**config.mk**
```make
export PLATFORM = sky130hd
export DESIGN_NAME = riscv_mc_ctrl
export DESIGN_NICKNAME = d
export VERILOG_FILES = /design/src/rtl/riscv_mc_pkg.sv /design/src/rtl/riscv_mc_outdec.sv /design/src/rtl/riscv_mc_ctrl.sv
export SDC_FILE = /design/constraint.sdc
export NUM_CORES = 1
export LEC_CHECK = 0
export ABC_AREA = 0
export CAP_MARGIN = 10
export CORE_AREA = 2 2 39 41
export CTS_CLUSTER_SIZE = 12
export DETAILED_ROUTE_END_ITERATION = 10
export DIE_AREA = 0 0 41 43
export DONT_BUFFER_PORTS = 1
export GPL_TIMING_DRIVEN = 0
export PLACE_DENSITY = 0.67
export SLEW_MARGIN = 20
export SYNTH_ARGS = -nofsm -noshare
export SYNTH_HDL_FRONTEND = slang
export SYNTH_SLANG_ARGS = --single-unit
export TNS_END_PERCENT = 5
```
**constraint.sdc**
```tcl
create_clock -name clk -period 1.4 [get_ports clk]
set_input_delay 0.07 -clock clk [delete_from_list [all_inputs] [get_ports clk]]
set_output_delay 0.07 -clock clk [all_outputs]
set_load 0.02 [all_outputs]
```
**src/rtl/riscv_mc_pkg.sv**
```systemverilog
// riscv_mc_pkg: shared constants for the multi-cycle RISC-V controller.
//   - state_t    : controller state enum (4-bit)
//   - OP_*       : supported 7-bit opcodes
//   - ASRC_/BSRC_/ALUOP_/RES_ : datapath select encodings
//   - ctrl_t     : control vector produced by the output decoder
package riscv_mc_pkg;

  typedef enum logic [3:0] {
    S_FETCH  = 4'd0,
    S_DECODE = 4'd1,
    S_MEMADR = 4'd2,
    S_MEMRD  = 4'd3,
    S_MEMWB  = 4'd4,
    S_MEMWR  = 4'd5,
    S_EXECR  = 4'd6,
    S_EXECI  = 4'd7,
    S_ALUWB  = 4'd8,
    S_BEQ    = 4'd9,
    S_LUIWB  = 4'd10,
    S_TRAP   = 4'd11
  } state_t;

  localparam logic [6:0] OP_LOAD   = 7'b0000011;
  localparam logic [6:0] OP_STORE  = 7'b0100011;
  localparam logic [6:0] OP_RTYPE  = 7'b0110011;
  localparam logic [6:0] OP_ITYPE  = 7'b0010011;
  localparam logic [6:0] OP_LUI    = 7'b0110111;
  localparam logic [6:0] OP_BRANCH = 7'b1100011;

  localparam logic [1:0] ASRC_PC    = 2'd0;
  localparam logic [1:0] ASRC_RS1   = 2'd1;
  localparam logic [1:0] ASRC_OLDPC = 2'd2;

  localparam logic [1:0] BSRC_RS2  = 2'd0;
  localparam logic [1:0] BSRC_IMM  = 2'd1;
  localparam logic [1:0] BSRC_FOUR = 2'd2;

  localparam logic [1:0] ALUOP_ADD   = 2'b00;
  localparam logic [1:0] ALUOP_SUB   = 2'b01;
  localparam logic [1:0] ALUOP_FUNCT = 2'b10;

  localparam logic [1:0] RES_ALU = 2'd0;
  localparam logic [1:0] RES_MEM = 2'd1;
  localparam logic [1:0] RES_IMM = 2'd2;

  typedef struct packed {
    logic       mem_req;
    logic       mem_write;
    logic       mem_read;
    logic       adr_src;
    logic       ir_write;
    logic       pc_write;
    logic       reg_write;
    logic [1:0] alu_src_a;
    logic [1:0] alu_src_b;
    logic [1:0] alu_op;
    logic [1:0] result_src;
    logic       instr_done;
  } ctrl_t;

endpackage

```
**src/rtl/riscv_mc_outdec.sv**
```systemverilog
// riscv_mc_outdec: combinational state -> control-vector decoder.
//   state_i   : current controller state
//   mem_ack_i : memory completed the request this cycle
//   zero_i    : ALU zero flag (branch taken)
//   ctrl_o    : datapath strobes and selects
module riscv_mc_outdec
  import riscv_mc_pkg::*;
(
  input  state_t state_i,
  input  logic   mem_ack_i,
  input  logic   zero_i,
  output ctrl_t  ctrl_o
);

  always_comb begin
    ctrl_o = '0;
    unique case (state_i)
      S_FETCH: begin
        ctrl_o.mem_req   = 1'b1;
        ctrl_o.mem_read  = 1'b1;
        ctrl_o.alu_src_a = ASRC_PC;
        ctrl_o.alu_src_b = BSRC_FOUR;
        ctrl_o.alu_op    = ALUOP_ADD;
        // IR captures the returned word and PC takes PC+4 on the same edge
        ctrl_o.ir_write  = mem_ack_i;
        ctrl_o.pc_write  = mem_ack_i;
      end
      S_DECODE: begin
        // Precompute branch target from the old PC while decoding
        ctrl_o.alu_src_a = ASRC_OLDPC;
        ctrl_o.alu_src_b = BSRC_IMM;
        ctrl_o.alu_op    = ALUOP_ADD;
      end
      S_MEMADR: begin
        ctrl_o.alu_src_a = ASRC_RS1;
        ctrl_o.alu_src_b = BSRC_IMM;
        ctrl_o.alu_op    = ALUOP_ADD;
      end
      S_MEMRD: begin
        ctrl_o.mem_req  = 1'b1;
        ctrl_o.mem_read = 1'b1;
        ctrl_o.adr_src  = 1'b1;
      end
      S_MEMWB: begin
        ctrl_o.reg_write  = 1'b1;
        ctrl_o.result_src = RES_MEM;
        ctrl_o.instr_done = 1'b1;
      end
      S_MEMWR: begin
        ctrl_o.mem_req    = 1'b1;
        ctrl_o.mem_write  = 1'b1;
        ctrl_o.adr_src    = 1'b1;
        ctrl_o.instr_done = mem_ack_i;
      end
      S_EXECR: begin
        ctrl_o.alu_src_a = ASRC_RS1;
        ctrl_o.alu_src_b = BSRC_RS2;
        ctrl_o.alu_op    = ALUOP_FUNCT;
      end
      S_EXECI: begin
        ctrl_o.alu_src_a = ASRC_RS1;
        ctrl_o.alu_src_b = BSRC_IMM;
        ctrl_o.alu_op    = ALUOP_FUNCT;
      end
      S_ALUWB: begin
        ctrl_o.reg_write  = 1'b1;
        ctrl_o.result_src = RES_ALU;
        ctrl_o.instr_done = 1'b1;
      end
      S_BEQ: begin
        ctrl_o.alu_src_a  = ASRC_RS1;
        ctrl_o.alu_src_b  = BSRC_RS2;
        ctrl_o.alu_op     = ALUOP_SUB;
        ctrl_o.pc_write   = zero_i;
        ctrl_o.instr_done = 1'b1;
      end
      S_LUIWB: begin
        ctrl_o.reg_write  = 1'b1;
        ctrl_o.result_src = RES_IMM;
        ctrl_o.instr_done = 1'b1;
      end
      default: ctrl_o = '0;  // TRAP and unused encodings: no strobes
    endcase
  end

endmodule

```
**src/rtl/riscv_mc_ctrl.sv**
```systemverilog
// riscv_mc_ctrl: multi-cycle RISC-V control FSM for a shared memory port.
//   clk, rst        : clock, synchronous active-high reset
//   op              : opcode from the instruction register
//   zero            : ALU zero flag for branches
//   mem_ack         : memory handshake completion
//   mem_req/read/write, adr_src : memory request controls
//   ir_write, pc_write, reg_write : architectural state strobes
//   alu_src_a/b, alu_op, result_src : datapath selects
//   instr_done      : pulse in last cycle of each instruction
//   illegal         : sticky unsupported-opcode flag
module riscv_mc_ctrl
  import riscv_mc_pkg::*;
(
  input  logic       clk,
  input  logic       rst,
  input  logic [6:0] op,
  input  logic       zero,
  input  logic       mem_ack,
  output logic       mem_req,
  output logic       mem_write,
  output logic       mem_read,
  output logic       adr_src,
  output logic       ir_write,
  output logic       pc_write,
  output logic       reg_write,
  output logic [1:0] alu_src_a,
  output logic [1:0] alu_src_b,
  output logic [1:0] alu_op,
  output logic [1:0] result_src,
  output logic       instr_done,
  output logic       illegal
);

  state_t state_q, state_d;
  logic   illegal_q;
  ctrl_t  ctrl, ctrl_g;

  always_comb begin
    state_d = state_q;
    unique case (state_q)
      S_FETCH:  if (mem_ack) state_d = S_DECODE;
      S_DECODE: begin
        unique case (op)
          OP_LOAD, OP_STORE: state_d = S_MEMADR;
          OP_RTYPE:          state_d = S_EXECR;
          OP_ITYPE:          state_d = S_EXECI;
          OP_BRANCH:         state_d = S_BEQ;
          OP_LUI:            state_d = S_LUIWB;
          default:           state_d = S_TRAP;
        endcase
      end
      S_MEMADR: state_d = (op == OP_STORE) ? S_MEMWR : S_MEMRD;
      S_MEMRD:  if (mem_ack) state_d = S_MEMWB;
      S_MEMWR:  if (mem_ack) state_d = S_FETCH;
      S_EXECR, S_EXECI: state_d = S_ALUWB;
      S_MEMWB, S_ALUWB, S_BEQ, S_LUIWB: state_d = S_FETCH;
      S_TRAP:   state_d = S_TRAP;
      default:  state_d = S_FETCH;
    endcase
  end

  always_ff @(posedge clk) begin
    if (rst) begin
      state_q   <= S_FETCH;
      illegal_q <= 1'b0;
    end else begin
      state_q <= state_d;
      if (state_d == S_TRAP) illegal_q <= 1'b1;
    end
  end

  riscv_mc_outdec u_outdec (
    .state_i   (state_q),
    .mem_ack_i (mem_ack),
    .zero_i    (zero),
    .ctrl_o    (ctrl)
  );

  // Reset kills every strobe in the same cycle, abandoning any open request
  assign ctrl_g     = rst ? '0 : ctrl;
  assign mem_req    = ctrl_g.mem_req;
  assign mem_write  = ctrl_g.mem_write;
  assign mem_read   = ctrl_g.mem_read;
  assign adr_src    = ctrl_g.adr_src;
  assign ir_write   = ctrl_g.ir_write;
  assign pc_write   = ctrl_g.pc_write;
  assign reg_write  = ctrl_g.reg_write;
  assign alu_src_a  = ctrl_g.alu_src_a;
  assign alu_src_b  = ctrl_g.alu_src_b;
  assign alu_op     = ctrl_g.alu_op;
  assign result_src = ctrl_g.result_src;
  assign instr_done = ctrl_g.instr_done;
  assign illegal    = illegal_q & ~rst;

endmodule
```
==> results, run 1 <==
- The flow ran to the end, but the final reports show violations.
- The checks that failed: setup timing.
- The deepest level of the CTS H-tree is 1.
- The global-route usage over all layers is 24.5%.
- The internal cell power is between 0.0008 and 0.0009 W.
- After layout, the minimum clock period comes to 1650 ps.
- The core region is 1380 µm².
- In this run the biggest area consumer among cell types represents between 10% and 20% of the synthesized area.
- The remaining global-route overflow is 0.
- The fraction of layout cells with a size suffix above 1 is between 30 and 40%.
- From synthesis to final layout, the design area changed by 26.7%.
- The path type of the worst min-delay path is input pin to flip-flop.
- The worst pin sits at a relative slew slack of 41.3%.
- The synthesized design spends more area on one cell type than any other, namely dfxtp_1.
- The area of the mapped netlist is between 600 and 700 µm².
- Synthesis produced a netlist whose cell count is slightly above 90.
- The most common cell in the synthesized netlist is nor2_1.
- For this design the top-level I/O count stands at 28.
- For the worst setup path, the data required time is 1330 ps.
- The initial detailed-routing violation count is 9.
- The cell with the largest stage delay on the worst path is dfxtp_4.
- Sequential cells burn approximately an eighth of the power.
- Counting flops with a built-in enable in the synthesized netlist gives 0.
- The worst vdd rail ir drop is about 1200 µV.
- On the final layout, the worst hold slack is around 120 ps.
- The via density per instance is a little under 6.
- The number of standard cells in the final layout excluding fillers is approximately 120.
- The number of unique standard cell types used by synthesis is 39.
- The kind of start point of the critical path is a flip-flop.
- The data arrival time at the worst-slack endpoint is 1580 ps.
- After synthesis, the most frequently instantiated cells are 15 x nor2_1, 9 x nor2b_1, 6 x a21oi_1.
- Detailed placement ended at an HPWL of 1290 µm.
- For this design, the sink count on the clock tree is 5.
- The worst setup slack after layout is -246 ps.
- The clock insertion delay at the later pin of the skew report is roughly 240 ps.
- After synthesis, flip-flops and latches occupy 14.4% of the total area.
- The primary flip-flop cell chosen by synthesis mapping is dfxtp_1.
- The count of input and output buffers is 0.
- The maximum clock skew at final layout is between 3 and 4 ps.
- The largest fanout of any net on the critical path is 4.
- For this block, the via count after detailed routing is 690.
- The clock transition at the register clock pins on the worst setup and hold paths after CTS is roughly 40 ps.
- The critical path is of the flip-flop to primary output type.
- CTS placed an instance of clkbuf_4 at the clock tree root.
- The die span in y is 43 µm.
- Max-cap violations in this run came to 0.
- The number of global-route vias before repair is approximately 670.
- The floorplan step set the die width to approximately 41 µm.
- The wire length of the first global-routing pass is around 3000 µm.
- Traced cell by cell, the critical path runs through or2_4, nor4_4, and2_4, a21o_4.
- In this run switching power makes up 50.7% of total power.
- The floorplan has 14 rows.
- The total wire length after detailed routing is roughly 1900 µm.
- Of all flip-flops after synthesis, the portion carrying an async set or reset was 0%.
- The number of antenna violations at the first check in global routing was 0.
- The transition time at the pin with the least slew margin is 881 ps.
- The TritonCTS clock tree is done.
- The number of search-and-repair iterations in the first detailed-routing pass is 4.
- The share of total power dissipated in the clock network is between 9 and 10%.
- The relative contribution of combinational cells to total power is ~78%.
- The number of nets handed over by synthesis was 104.
- The element type at the critical path end is a primary output.
- The number of setup violations in the final report is 8.
- The number of buffers between clock root and the deepest sink is 2.
- Setup repair after global routing could not meet its margin everywhere.
- After detailed routing, the number of remaining DRC violations is 0.
- The maximum clock rate is 608 MHz.
- The number of warnings printed during yosys synthesis is 0.
- The floorplan step defined a die boundary enclosing 1760 µm².
- The number of nets with antenna violations after detailed routing is 0.
- The analysis attributes to net switching a power of between 0.0008 and 0.0009 W.
- The final net count is around 110.
- The largest net degree at the start of global routing is 11.
- The post-placement cell count is between 100 and 150.
- Averaged over all synthesized cells, the footprint is between 7 and 8 µm².
- The register bit count reported by yosys is 5.
- The average wire per standard cell is 16.3 µm.
- By area the synthesized netlist is led by dfxtp_1 14%, nor2_1 8.1%, nor2b_1 8.1%, buf_6 4.9%, a21oi_1 4.3%.
- 0 antenna diodes ended up in the layout.
- For this configuration, the core starts out at a cell density of approximately 50%.
- The number of clock buffers added by TritonCTS is 3.
- The analysis attributes to cell leakage a power of roughly 0.31 nW.
- In the finished design, the share of the clock period the worst path needs comes to 118%.
- For this design the ratio of total power to cell area is ~2000 nW/µm².
- The number of slew-limit violations in the final report is 0.
- The biggest cell delay along the critical path is between 300 and 400 ps.
- The final hold violation count was 0.
- The weighted congestion at the end of routability-driven global placement is between 0.9 and 1.
[power groups by stage]
| stage | Combinational [W] | Clock, W | Sequential [W] |
|---|---|---|---|
| detailed placement | 0.00112 | 0 | 0.000222 |
| CTS | 0.00130 | 0.000168 | 0.000223 |
| finish | 0.00137 | 0.000160 | 0.000225 |
| global placement | 0.00110 | 0 | 0.000220 |
| floorplan | 0.000967 | 0 | 0.000216 |
| global route | 0.00146 | 0.000175 | 0.000231 |
[kinds of logic (layout without fill, tap and decap cells)]
family	Yosys count	in the layout	synth area share, %
xor gates and xnor gates	1	1	1.26
DFF	5	5	14.4
muxes	1	1	1.44
buffers and inverters	11	18	10.1
AOI/OAI and AO/OA	18	18	23.8
and+or+nand+nor	57	57	48.9
[critical path, delay by kind of cell (launching register included)]
kind | cells | cell delay [ps]
DFF | 1 | 340
AOI/OAI and AO/OA | 1 | 130
and+or+nand+nor | 3 | 870
[repair_timing]
| action | in CTS | in global routing |
|---|---|---|
| endpoints found under the setup margin | 13 | 19 |
| hold buffers | 0 | 0 |
| pin swaps | 4 | 2 |
| resized for setup | 16 | 8 |
| buffers inserted | 3 | 0 |
[sequential cells by signal, indices dropped and copies added, names as in the netlist]
register,flops
illegal_q,1
state_q,4
[final cells by class]
type	instances	area, µm²
multi-input combinational	77	624
fill	138	505
sequential	5	105
buffer	7	65.1
clock buffer	4	26.3
timing repair buffer	3	22.5
tap	16	20.0
inverter	4	15.0
[placed cells by master, fill, tap and decap left out, types with 2 or more instances in the layout]
master	instances
nor2_1	12
nor2b_1	8
buf_6	5
nand2_1	5
nand2b_1	4
a21oi_1	4
inv_1	4
nor2_2	3
nand3b_1	3
nand3_1	3
nor3_1	3
clkbuf_4	3
dfxtp_1	3
buf_4	3
and3_2	2
clkbuf_1	2
nor4_4	2
a21oi_4	2
a22o_1	2
[through the flow]
stage          setup TNS, ps  setup WS [ps]  utilization [%]  power, W  area [µm²]
2_1_floorplan           -115           -102                -   0.00118         708
3_3_place_gp            -511           -166             52.6   0.00132         728
3_5_place_dp            -592           -188             52.6   0.00134         728
4_1_cts                -1210           -251             61.7   0.00169         853
5_1_grt                -1990           -280             63.5   0.00187         878
6_report               -1120           -246             63.5   0.00175         878
[routing by layer]
layer  vias to the layer above  share of wire, %  wire [µm]  track usage (%)
met1                       325                44        840             31.8
li1                        346                 -          -                -
met5                         -                 0          0                0
met2                        14                51        966             35.9
met4                         0               1.8         34             13.3
met3                         5               2.5         47             5.24
[worst paths after layout]
kind,startpoint,end,slack (ps),depth (start not counted)
max,state_q[3],pc_write,-250,4
min,rst,state_q[3],120,2
min reg2reg,illegal_q,illegal_q,490,2
max reg2reg,state_q[3],illegal_q,-80,5
Power figures use the tool's default switching activity.
==> run 2, diff against run 1 <==
--- a/config.mk
+++ b/config.mk
@@ -8,6 +8,7 @@
 export ABC_AREA = 0
 export CAP_MARGIN = 10
 export CORE_AREA = 2 2 39 41
+export CTS_BUF_LIST = sky130_fd_sc_hd__clkbuf_16
 export CTS_CLUSTER_SIZE = 12
 export DETAILED_ROUTE_END_ITERATION = 10
 export DIE_AREA = 0 0 41 43
==> results, run 2 (synthesis gave the netlist of run 1 again) <==
- STA classifies the critical path startpoint as a flip-flop.
- The final reports fail on setup timing.
- The final net count is 112 (unchanged).
- The TritonCTS clock tree is done.
- The maximum clock rate is 611 MHz (+0.51%).
- The final hold violation count was 0 (unchanged).
- The minimum setup slack after placement is -188 ps (unchanged).
- The total power draw is 0.00208 W (+19%).
- The placeable core region is 1380 µm² (unchanged).
- The number of nets with antenna violations after detailed routing is 0 (unchanged).
- The number of CTS-inserted buffers is 3 (unchanged).
- The total wire length after detailed routing is 1880 µm (-0.58%).
- The number of core rows was 14 (unchanged).
- The path class of the tightest hold or removal check is input pin to flip-flop.
- The worst setup slack after layout is -238 ps (+8.29 ps).
- The die span in y is 43 µm (unchanged).
- The number of buffers between clock root and the deepest sink came to 2 (unchanged).
- The transition time at the pin with the least slew margin is 931 ps (+50.0 ps).
- The total buffers and inverters traversed by the critical path came to 0 (unchanged).
- The wire length of the first global-routing pass is 3060 µm (+2.3%).
- In the layout the commonest cells are 11 x nor2_1, 7 x nor2b_1, 5 x nand2_1, 5 x inv_1.
- The data arrival time at the worst-slack endpoint is 1570 ps (about the same).
- The flip-flop count of the largest register after layout is 4 (unchanged).
- The weighted congestion at the end of routability-driven global placement is 0.907 (unchanged).
- The fraction of layout cells with a size suffix above 1 came to 40.0% (+3.0 points).
- The biggest cell delay along the critical path is 340 ps (about the same).
- The largest net degree at the start of global routing is 11 (unchanged).
- In this run the most critical hold path is launched from rst.
- state_q holds more flip-flops than any other register.
- The count of input and output buffers is 0 (unchanged).
- The total die area is 1760 µm² (unchanged).
- Setup repair after global routing could not meet its margin everywhere.
- The via density per instance is 6.03 (+1.4%).
- The total placed instance area is 728 µm² (unchanged).
- The post-route fraction of the period consumed by the critical path is 117% (-0.59 points).
- From synthesis to final layout, the design area changed by 36.8%.
- The number of setup violations in the final report is 6 (-2).
- The launch instance of the worst register-to-register path is state_q[3].
- The worst path required time is 1330 ps (about the same).
- Traced cell by cell, the critical path runs through or2_4, nor4_4, and2_4, a21o_4.
- The overall die width is 41 µm (unchanged).
- The number of clock sinks was 5 (unchanged).
- The final period demand of the worst path was 1640 ps (-8.29 ps).
- The number of diodes came to 0 (unchanged).
- The root cell of the clock tree is clkbuf_16.
- The average wire per standard cell is 16.2 µm (-0.58%).
- The element type at the critical path end is a primary output.
- The power per standard cell area came to 2190 nW/µm² (+10%).
- Tracing the worst setup path back leads to its startpoint at state_q[3].
- The headroom to the max-slew limit is 37.9% (-3.3 points).
- The largest fanout of any net on the critical path is 4 (unchanged).
- The largest registers in the layout are state_q (4), illegal_q (1).
- The leakage power is 0.343 nW (+10%).
- The global-route usage over all layers is 26.0% (+1.5 points).
- The summed area of non-filler cells in the final layout is 948 µm² (+8.0%).
- The library cell used most frequently in the layout, excluding fill and tap cells, is nor2_1.
- The deepest level of the CTS H-tree came to 1 (unchanged).
- The maximum clock skew at final layout is 2.20 ps (-1.31 ps).
- The number of max-cap violations came to 0 (unchanged).
- The run finished, with violations left.
- The number of slew-limit violations in the final report came to 0 (unchanged).
- The category of cells accounting for the largest share of critical-path delay is simple AND/OR/NAND/NOR gates.
- The worst vdd rail ir drop came to 1770 µV (+53%).
- The number of global-route vias before repair was 657 (-2.4%).
- The clock insertion delay at the later pin of the skew report came to 230 ps (about the same).
- The worst setup path is of the flip-flop to primary output kind.
- The I/O pin total is 28 (unchanged).
- The initial detailed-routing violation count is 21 (+12).
- The number of search-and-repair iterations in the first detailed-routing pass is 4 (unchanged).
- For this design, the slowest cell found on the critical path is dfxtp_4.
- The number of antenna violations at the first check in global routing is 0 (unchanged).
- The remaining global-route overflow is 0 (unchanged).
- The clock transition at the register clock pins on the worst setup and hold paths after CTS is 30 ps (about the same).
- The HPWL after detailed placement was 1290 µm (unchanged).
- The total number of vias came to 700 (+1.4%).
- The DRC violation count after routing came to 0 (unchanged).
- The starting density of the core is 50.1% (unchanged).
[run 2: area by class of cell]
cell class                 count  area (µm²)
inverter                       4        15.0
clock buffer                   3        75.1
buffer                         7        61.3
multi-input combinational     77         646
fill                         129         435
timing repair buffer           3        22.5
tap                           16        20.0
sequential                     5         105
clock inverter                 1        3.75
[run 2: metrics by stage]
stage / util [%] / instances / TNS [ps] / hold slack, ps
6_report: 68.5 / 116 / -675 / 129
5_1_grt: 68.5 / 116 / -1330 / 147
4_1_cts: 65.1 / 116 / -1040 / 128
3_5_place_dp: 52.6 / 109 / -592 / 177
3_3_place_gp: 52.6 / 109 / -511 / 176
2_1_floorplan: - / 93 / -115 / 173
[run 2: routing by layer]
metal	vias to the layer above	global-route usage (%)	share of wire [%]
met4	0	18.0	3.6
li1	343	-	-
met5	-	0	0
met1	328	35.7	44
met3	6	3.14	3.4
met2	23	35.9	49
[run 2: worst register-to-register path: stages (launching register included)]
cell and delay, ps:
dfxtp_4 340, buf_4 120, and2b_4 180, a22o_1 240
a221oi_2 310, o32ai_2 130
[run 2: final timing paths]
check / endpoint / slack [ps] / depth (start not counted)
max: pc_write / -240 / 4
min: state_q[3] / 130 / 2
max reg2reg: illegal_q / -80 / 5
min reg2reg: illegal_q / 480 / 2
[run 2: report_power, final]
part	switching, W	total, W	internal, W
Clock	0.0000919	0.000462	0.000370
Combinational	0.000821	0.00140	0.000574
Sequential	0.0000284	0.000224	0.000195
Total	0.000941	0.00208	0.00114
[run 2: repair_timing]
action | in CTS | in global routing
hold buffers | 0 | 0
resized for setup | 16 | 11
pin swaps | 4 | 0
setup buffers | 3 | 0
endpoints found under the setup margin | 12 | 18
==> run 3, diff against run 2 <==
--- a/config.mk
+++ b/config.mk
@@ -6,15 +6,15 @@
 export NUM_CORES = 1
 export LEC_CHECK = 0
 export ABC_AREA = 0
+export BUFFER_PORTS_ARGS = -buffer_cell sky130_fd_sc_hd__buf_2
 export CAP_MARGIN = 10
-export CORE_AREA = 2 2 39 41
+export CORE_MARGIN = 2
+export CORE_UTILIZATION = 47
 export CTS_BUF_LIST = sky130_fd_sc_hd__clkbuf_16
 export CTS_CLUSTER_SIZE = 12
 export DETAILED_ROUTE_END_ITERATION = 10
-export DIE_AREA = 0 0 41 43
-export DONT_BUFFER_PORTS = 1
 export GPL_TIMING_DRIVEN = 0
-export PLACE_DENSITY = 0.67
+export PLACE_DENSITY = 0.78
 export SLEW_MARGIN = 20
 export SYNTH_ARGS = -nofsm -noshare
 export SYNTH_HDL_FRONTEND = slang
==> results, run 3 (synthesis gave the netlist of run 1 again) <==
- TritonCTS built the clock tree.
- The remaining global-route overflow was 0 (unchanged).
- The total power draw is 0.00229 W (+10%).
- The count of input and output buffers is 27 (+27).
- The power per standard cell area is 2120 nW/µm² (-3.3%).
- STA classifies the critical path endpoint as a primary output.
- The root cell of the clock tree is clkbuf_16.
- The synthesis-to-layout area growth is 55.6%.
- The largest net degree at the start of global routing is 11 (unchanged).
- The met3 capacity usage during global routing was 2.59% (-0.56 points).
- The global routing stage identified its most utilized layer as met2.
- The path type of the worst min-delay path is input pin to flip-flop.
- The number of buffers between clock root and the deepest sink came to 2 (unchanged).
- The starting density of the core is 52.0% (+1.9 points).
- The number of core rows is 13 (-1).
- Setup repair after global routing could not meet its margin everywhere.
- The overall die width is 42.4 µm (+3.4%).
- The fraction of layout cells with a size suffix above 1 is 50.4% (+10 points).
- The leakage power is 0.486 nW (+42%).
- The clock transition at the register clock pins on the worst setup and hold paths after CTS is 30 ps (about the same).
- The weighted congestion at the end of routability-driven global placement is 0.839 (-7.4%).
- In the layout the commonest cells are 20 x buf_2, 12 x nor2_1, 12 x buf_4, 8 x buf_6, 8 x nor2b_1.
- The number of setup violations in the final report was 9 (+3).
- The total negative setup slack was -607 ps (+67.9 ps).
- The number of max-cap violations was 0 (unchanged).
- The worst setup slack after layout is -122 ps (+116 ps).
- The number of CTS-inserted buffers was 3 (unchanged).
- The largest fanout of any net on the critical path is 5 (+1).
- The transition time at the pin with the least slew margin is 481 ps (-450 ps).
- The HPWL after detailed placement is 1400 µm (+8.3%).
- The maximum clock skew at final layout is 0.868 ps (-1.34 ps).
- The final period demand of the worst path is 1520 ps (-116 ps).
- The post-route fraction of the period consumed by the critical path came to 109% (-8.3 points).
- The die span in y is 42.4 µm (-1.4%).
- The largest registers in the layout are state_q (4), illegal_q (1).
- The register with the most flip-flops is state_q.
- The DRC violation count after routing is 0 (unchanged).
- The hold buffer count at cts is 0 (unchanged).
- The met2 track demand over resource is 46.2% (+10 points).
- The number of global-route vias before repair is 778 (+18%).
- The deepest level of the CTS H-tree was 1 (unchanged).
- The worst path required time is 1330 ps (about the same).
- The placeable core region is 1330 µm² (-3.6%).
- The total die area is 1800 µm² (+2.0%).
- The number of nets with antenna violations after detailed routing came to 0 (unchanged).
- The headroom to the max-slew limit came to 67.9% (+30 points).
- The total number of vias is 876 (+25%).
- The total wire length after detailed routing is 2400 µm (+28%).
- The number of antenna violations at the first check in global routing came to 0 (unchanged).
- The number of diodes came to 0 (unchanged).
- The final reports fail on setup timing.
- The global-route usage over all layers is 25.3% (-0.72 points).
- The flip-flop count of the largest register after layout came to 4 (unchanged).
- The final hold violation count is 0 (unchanged).
- The via density per instance is 6.00 (-0.57%).
- The worst vdd rail ir drop is 1340 µV (-25%).
- The average wire per standard cell is 16.5 µm (+1.7%).
- Leaving out fill and tap cells, the most frequent cell in the layout is buf_2.
- The run finished, with violations left.
- The met1 layer usage reported by global route was 28.6% (-7.1 points).
- The clock insertion delay at the later pin of the skew report is 230 ps (about the same).
- The number of search-and-repair iterations in the first detailed-routing pass was 4 (unchanged).
- The number of slew-limit violations in the final report is 0 (unchanged).
- The worst setup path is launched from a flip-flop.
- The minimum setup slack after placement is -4.22 ps (+184 ps).
- The I/O pin total is 28 (unchanged).
- The initial detailed-routing violation count came to 22 (+4.8%).
- The maximum clock rate is 657 MHz (+7.6%).
- The data arrival time at the worst-slack endpoint is 1450 ps (-120 ps).
- The filler cell count in the final layout came to 86 (-33%).
- The wire length of the first global-routing pass was 3530 µm (+15%).
- By startpoint and endpoint, the worst setup path is classified as flip-flop to primary output.
- The number of clock sinks is 5 (unchanged).
- The final net count is 143 (+28%).
[run 3: metrics by stage]
step / instances / area [µm²] / utilization (%) / hold WS, ps
6_report: 146 / 1080 / 80.9 / 288
4_1_cts: 146 / 1040 / 77.8 / 293
2_1_floorplan: 93 / 708 / - / 173
5_1_grt: 146 / 1080 / 80.9 / 322
3_5_place_dp: 135 / 862 / 64.6 / 454
3_3_place_gp: 135 / 862 / 64.6 / 450
[run 3: power breakdown]
part	internal, W	total, W	switching (W)
Clock	0.000371	0.000473	0.000103
Combinational	0.000728	0.00157	0.000839
Sequential	0.000199	0.000248	0.0000484
Total	0.00130	0.00229	0.000990
[run 3: repair_timing]
item / in CTS / in global routing
pin swaps: 2 / 0
gates resized for setup: 15 / 14
cloned: 1 / 0
endpoints found under the setup margin: 10 / 17
setup buffers: 6 / 0
[run 3: area by class of cell]
cell class	count	area, µm²	share of cell area, %
multi-input combinational	77	577	53.5
timing repair buffer	34	213	19.7
sequential	5	105	9.74
clock buffer	3	75.1	6.96
buffer	7	71.3	6.61
tap	15	18.8	1.74
inverter	4	15.0	1.39
clock inverter	1	3.75	0.348
[run 3: worst paths after layout]
| check | from | to | slack, ps | depth (start not counted) |
|---|---|---|---|---|
| hold / removal | op[6] | state_q[1] | 290 | 4 |
| setup reg to reg | state_q[1] | state_q[2] | -80 | 7 |
| setup / recovery | state_q[1] | mem_req | -120 | 6 |
| hold reg to reg | illegal_q | illegal_q | 520 | 2 |
[run 3: critical path, cell delays in order, from the launching register on]
cell and delay, ps:
dfxtp_2 330, buf_6 120, buf_6 120, nand2b_4 140
a21oi_2 70, or2_2 300, buf_6 140
[run 3: per-layer routing]
layer  vias up  share of wire [%]
met5         -                  0
met4         0                2.4
met2        39                 52
met3         6                7.0
li1        408                  -
met1       423                 39
